## src/rtl/eye_tracker_host_if.sv

```systemverilog
// Byte-oriented host command interface: decodes read/write commands into one-hot
// register strobes and returns read data through a valid/ready handshake.
module eye_tracker_host_if #(
  parameter int TIMEOUT_CYCLES = 50000
) (
  input  logic        CLK,
  input  logic        RST,
  input  logic [7:0]  iRX_DATA,
  input  logic        iRX_VALID,
  output logic [7:0]  oTX_DATA,
  output logic        oTX_VALID,
  input  logic        iTX_READY,
  output logic [23:0] oWE_BIT,
  output logic [23:0] oRE_BIT,
  output logic [7:0]  oDATA,
  input  logic [7:0]  iRD,
  output logic        oERR
);

  localparam int NUM_REGS = 24;
  localparam int CNT_W = (TIMEOUT_CYCLES > 1) ? $clog2(TIMEOUT_CYCLES) : 1;
  localparam logic [CNT_W-1:0] CNT_LAST = CNT_W'(TIMEOUT_CYCLES - 1);
  localparam logic [CNT_W-1:0] CNT_ONE  = CNT_W'(1);

  localparam logic [2:0] S_IDLE      = 3'd0;
  localparam logic [2:0] S_WAIT_DATA = 3'd1;
  localparam logic [2:0] S_WRITE     = 3'd2;
  localparam logic [2:0] S_READ      = 3'd3;
  localparam logic [2:0] S_TX_WAIT   = 3'd4;

  logic [2:0]       state_reg, state_next;
  logic [4:0]       addr_reg, addr_next;
  logic [CNT_W-1:0] cnt_reg, cnt_next;
  logic [23:0]      we_reg, we_next;
  logic [23:0]      re_reg, re_next;
  logic [7:0]       data_reg, data_next;
  logic [7:0]       tx_data_reg, tx_data_next;
  logic             tx_valid_reg, tx_valid_next;
  logic             err_reg, err_next;

  logic [23:0]      rx_dec;
  logic [23:0]      addr_dec;
  logic             addr_ok;

  // Address decoders: out-of-range addresses decode to all zeros by construction.
  genvar gi;
  generate
    for (gi = 0; gi < NUM_REGS; gi++) begin : g_dec
      assign rx_dec[gi]   = (iRX_DATA[4:0] == 5'(gi));
      assign addr_dec[gi] = (addr_reg == 5'(gi));
    end
  endgenerate

  assign addr_ok = (addr_reg < 5'(NUM_REGS));

  always_comb begin
    state_next    = state_reg;
    addr_next     = addr_reg;
    cnt_next      = cnt_reg;
    we_next       = '0;
    re_next       = '0;
    data_next     = data_reg;
    tx_data_next  = tx_data_reg;
    tx_valid_next = tx_valid_reg;
    err_next      = 1'b0;
    case (state_reg)
      S_IDLE: begin
        if (iRX_VALID) begin
          addr_next = iRX_DATA[4:0];
          if (iRX_DATA[7]) begin
            state_next = S_WAIT_DATA;
            cnt_next   = '0;
          end else begin
            // Read strobe is launched straight from the command byte.
            state_next = S_READ;
            re_next    = rx_dec;
          end
        end
      end
      S_WAIT_DATA: begin
        if (iRX_VALID) begin
          data_next  = iRX_DATA;
          we_next    = addr_dec;
          state_next = S_WRITE;
        end else if (cnt_reg == CNT_LAST) begin
          err_next   = 1'b1;
          state_next = S_IDLE;
        end else begin
          cnt_next = cnt_reg + CNT_ONE;
        end
      end
      S_WRITE: begin
        err_next   = iRX_VALID;
        state_next = S_IDLE;
      end
      S_READ: begin
        err_next      = iRX_VALID;
        tx_data_next  = addr_ok ? iRD : 8'h00;
        tx_valid_next = 1'b1;
        state_next    = S_TX_WAIT;
      end
      S_TX_WAIT: begin
        err_next = iRX_VALID;
        if (iTX_READY) begin
          tx_valid_next = 1'b0;
          state_next    = S_IDLE;
        end
      end
      default: state_next = S_IDLE;
    endcase
  end

  always_ff @(posedge CLK or posedge RST) begin
    if (RST) begin
      state_reg    <= S_IDLE;
      addr_reg     <= '0;
      cnt_reg      <= '0;
      we_reg       <= '0;
      re_reg       <= '0;
      data_reg     <= 8'h00;
      tx_data_reg  <= 8'h00;
      tx_valid_reg <= 1'b0;
      err_reg      <= 1'b0;
    end else begin
      state_reg    <= state_next;
      addr_reg     <= addr_next;
      cnt_reg      <= cnt_next;
      we_reg       <= we_next;
      re_reg       <= re_next;
      data_reg     <= data_next;
      tx_data_reg  <= tx_data_next;
      tx_valid_reg <= tx_valid_next;
      err_reg      <= err_next;
    end
  end

  assign oWE_BIT   = we_reg;
  assign oRE_BIT   = re_reg;
  assign oDATA     = data_reg;
  assign oTX_DATA  = tx_data_reg;
  assign oTX_VALID = tx_valid_reg;
  assign oERR      = err_reg;

endmodule

```

## config.mk

```make
export PLATFORM = sky130hd
export DESIGN_NAME = eye_tracker_host_if
export DESIGN_NICKNAME = d
export VERILOG_FILES = /design/src/rtl/eye_tracker_host_if.sv
export SDC_FILE = /design/constraint.sdc
export NUM_CORES = 1
export LEC_CHECK = 0
export ABC_AREA = 0
export CORE_MARGIN = 4
export CORE_UTILIZATION = 40
export CTS_CLUSTER_DIAMETER = 200
export DETAILED_ROUTE_END_ITERATION = 7
export GPL_ROUTABILITY_DRIVEN = 0
export PLACE_DENSITY_LB_ADDON = 0.05
export SETUP_SLACK_MARGIN = 0.3
export SLEW_MARGIN = 40
export SYNTH_ARGS = -nofsm -noshare
export SYNTH_HDL_FRONTEND = slang
export SYNTH_SLANG_ARGS = --single-unit
```

## constraint.sdc

```tcl
create_clock -name CLK -period 8.8 [get_ports CLK]
set_input_delay 1.32 -clock CLK [delete_from_list [all_inputs] [get_ports CLK]]
set_output_delay 1.32 -clock CLK [all_outputs]
set_load 0.005 [all_outputs]
```

==> results_dict.tcl <==
set metrics [dict create \
    status "complete, no violations" \
    synth_warnings 0 \
    rows 34 \
    cts_sinks 90 \
    clock_skew_ns 0.00981 \
    dieHeight_microns 104 \
    hpwl_mm 5.69 \
    finalSetupViolCount 0 \
    ant_nets 0 \
    critPathKind "input port to flop" \
    critPathBufInv 1 \
    cp_slowest_cell "or4b_1" \
    io_pins 86 \
    synth_edf_count 0 \
    crit_arrival_ns 3.38 \
    crit_family "simple AND/OR/NAND/NOR gates" \
    reg2reg_to "cnt_reg[8]" \
    whs_path_depth 2 \
    grt_pass1_vias 2705 \
    drv_cap 0 \
    overflow 0 \
    syn_inst 350 \
    async_reset_ff_share_pct 100 \
    drive_gt1_share_pct 8.06 \
    synth_cell_type_count 46 \
    hold_start "oTX_DATA[1]" \
    worstSkewPairLatency_ns 0.36 \
    slew_headroom_pct 54.5 \
    post-cts-setup-buffers 0 \
    ctsLongestPathBuffers 2 \
    finalWirelength_mm 8.15 \
    antenna_found_initial 0 \
    die_w_microns 104 \
    r2r-start "cnt_reg[11]" \
    cp-end-kind "flop" \
    power_leakage_uw 0.00210 \
    clock.fmax_mhz 322 \
    hold_slack_ns 0.485 \
    regToRegSetupSlack_ns 6.54 \
    diodes 0 \
    critPathLaunchType "input port" \
    grt_pass1_wl_mm 14.0 \
    synth-seq-cells 90 \
    crit_chain "clkdlybuf4s50_1 > or4b_1 > or4b_4 > nor3_1" \
    viasPerCell 5.11 \
    root_buffer "clkbuf_8" \
    syn_nets 371 \
    tns_ns 0 \
    cts_htree_levels 3 \
    num_vias 2769 \
    cts_buffers 9 \
    holdPathEnd "oTX_DATA[1]" \
    cts.clk_slew.worst_paths_ns 0.10 \
    cts.hold.buffers_added 0 \
    start_util_pct 41.7 \
    cts_tree "done" \
    avgSynthCellArea_sq_um 10.5 \
    syn2layout_area_growth_pct 30.3 \
    grt_max_degree 58 \
    r2r.worst_path.cells 4 \
    post_drt_wl_per_cell_microns 15.0 \
    irDropWorstVdd_mv 0.130 \
    hold_viol_final 0 \
    period_share_pct 35.3 \
    rsz0062_at_grt "no" \
    min_period_ns 3.10 \
    slew_violations 0 \
    synth_area_sq_mm 0.00367 \
    drtIter0Drc 105 \
    ys.flop_type "dfrtp_1" \
    drcViolationCount 0 \
    drtPass1Iterations 4 \
    p_per_area_mw_per_mm2 245 \
    cpPeakStageDelay_ns 0.64 \
    die_area_sq_mm 0.0108 \
    track_usage_pct 15.8 \
    port_buffers 85 \
    fin_nets 450 \
    worstMarginPinSlew_ns 0.683 \
    crit_path_max_fanout 10 \
    fp.coreArea_sq_mm 0.00881 \
    hp-class "flop to flop" \
    worst_ep_required_time_ns 9.07 \
    yosysSeqAreaShare_pct 61.4 \
    ctsResizeCount 0 \
]
[per-stage QoR]
| step | total power [uW] | setup WS, ns | instances | util [%] | area (sq um) |
|---|---|---|---|---|---|
| floorplan | 760 | 5.14 | 350 | - | 3670 |
| global placement | 903 | 5.37 | 526 | 52.1 | 4580 |
| detailed placement | 912 | 5.33 | 526 | 52.1 | 4580 |
| CTS | 1190 | 5.72 | 542 | 54.3 | 4780 |
| global route | 1250 | 5.64 | 542 | 54.3 | 4780 |
| finish | 1170 | 5.70 | 542 | 54.3 | 4780 |
[layout by cell type, fill, tap and decap left out, types with 2 or more instances in the layout]
| cell | count |
|---|---|
| nor2_1 | 48 |
| nand4b_1 | 3 |
| inv_1 | 2 |
| dfrtp_1 | 90 |
| nand2b_1 | 10 |
| clkbuf_8 | 10 |
| or4b_1 | 4 |
| o41ai_1 | 2 |
| nand3_1 | 9 |
| mux2_2 | 8 |
| a21oi_1 | 5 |
| nor4_1 | 5 |
| nor3_1 | 19 |
| a2bb2oi_1 | 5 |
| a31oi_1 | 2 |
| nand3b_1 | 2 |
| and3_1 | 2 |
| clkdlybuf4s50_1 | 85 |
| nand4_1 | 7 |
| nor2b_1 | 3 |
| nand2_1 | 61 |
| inv_6 | 3 |
| o31ai_1 | 8 |
| buf_4 | 2 |
| o21ai_0 | 14 |
[logic make-up after synthesis]
| kind of cell | count (synthesis) | synth area share (%) |
|---|---|---|
| adder cells (fa/ha/maj) | 1 | 0.341 |
| AO/OA/AOI/OAI | 44 | 7.95 |
| buffers and inverters | 22 | 2.83 |
| AND/OR/NAND/NOR | 185 | 25.0 |
| flip-flops | 90 | 61.4 |
| multiplexers | 8 | 2.46 |
[synthesized netlist by cell type (2+ instances only)]
master / count / area [sq um]
clkbuf_1: 9 / 33.8
or4b_1: 4 / 40.0
dfrtp_1: 90 / 2250
buf_2: 5 / 25.0
buf_1: 3 / 11.3
nand3_1: 9 / 45.0
o41ai_1: 2 / 17.5
nor4_1: 5 / 31.3
nor2_1: 48 / 180
nand2b_1: 10 / 62.6
a21oi_1: 5 / 25.0
nand4_1: 7 / 43.8
buf_6: 2 / 22.5
inv_1: 3 / 11.3
nor3_1: 19 / 95.1
nand3b_1: 2 / 15.0
a31oi_1: 2 / 12.5
nand2_1: 61 / 229
nor2b_1: 3 / 18.8
mux2_2: 8 / 90.1
a2bb2oi_1: 5 / 43.8
o21ai_0: 14 / 70.1
o31ai_1: 8 / 60.1
and3_1: 2 / 12.5
nand4b_1: 3 / 26.3
[where the power goes]
part           switching [uW]  total, uW  internal (uW)
clock                     159        275            116
combinational             148        315            167
sequential               91.4        582            491
total                     398       1170            775
[area by class of cell]
type                            instances  area (sq um)
Clock inverter                          6          58.8
Multi-Input combinational cell        238          1320
Sequential cell                        90          2250
Clock buffer                           10           138
Tap cell                              108           135
Inverter                                3          12.5
Fill cell                             820          4030
Timing Repair Buffer                   87           866
[worst max-delay path by stage]
stage / cells after the start / to / startpoint
2_1_floorplan: 1 / addr_reg[0] / RST
3_3_place_gp: 4 / oRE_BIT[22] / iRX_VALID
3_5_place_dp: 4 / oRE_BIT[20] / iRX_VALID
4_1_cts: 4 / oRE_BIT[20] / iRX_VALID
5_1_grt: 4 / oRE_BIT[20] / iRX_VALID
6_report: 4 / oRE_BIT[22] / iRX_VALID
[metal layers]
layer	share of wire (%)	up-vias	track usage, %
li1	-	1369	-
met1	48	1321	21.4
met2	45	74	23.7
met3	6.3	5	6.47
met4	0.75	0	4.18
met5	0	-	0
[worst min-delay path: stages, from the launching register on]
cell	delay, ns
dfrtp_1	0.35
nand2_1	0.04
o21ai_0	0.06
(Power assumes the default switching activity.)
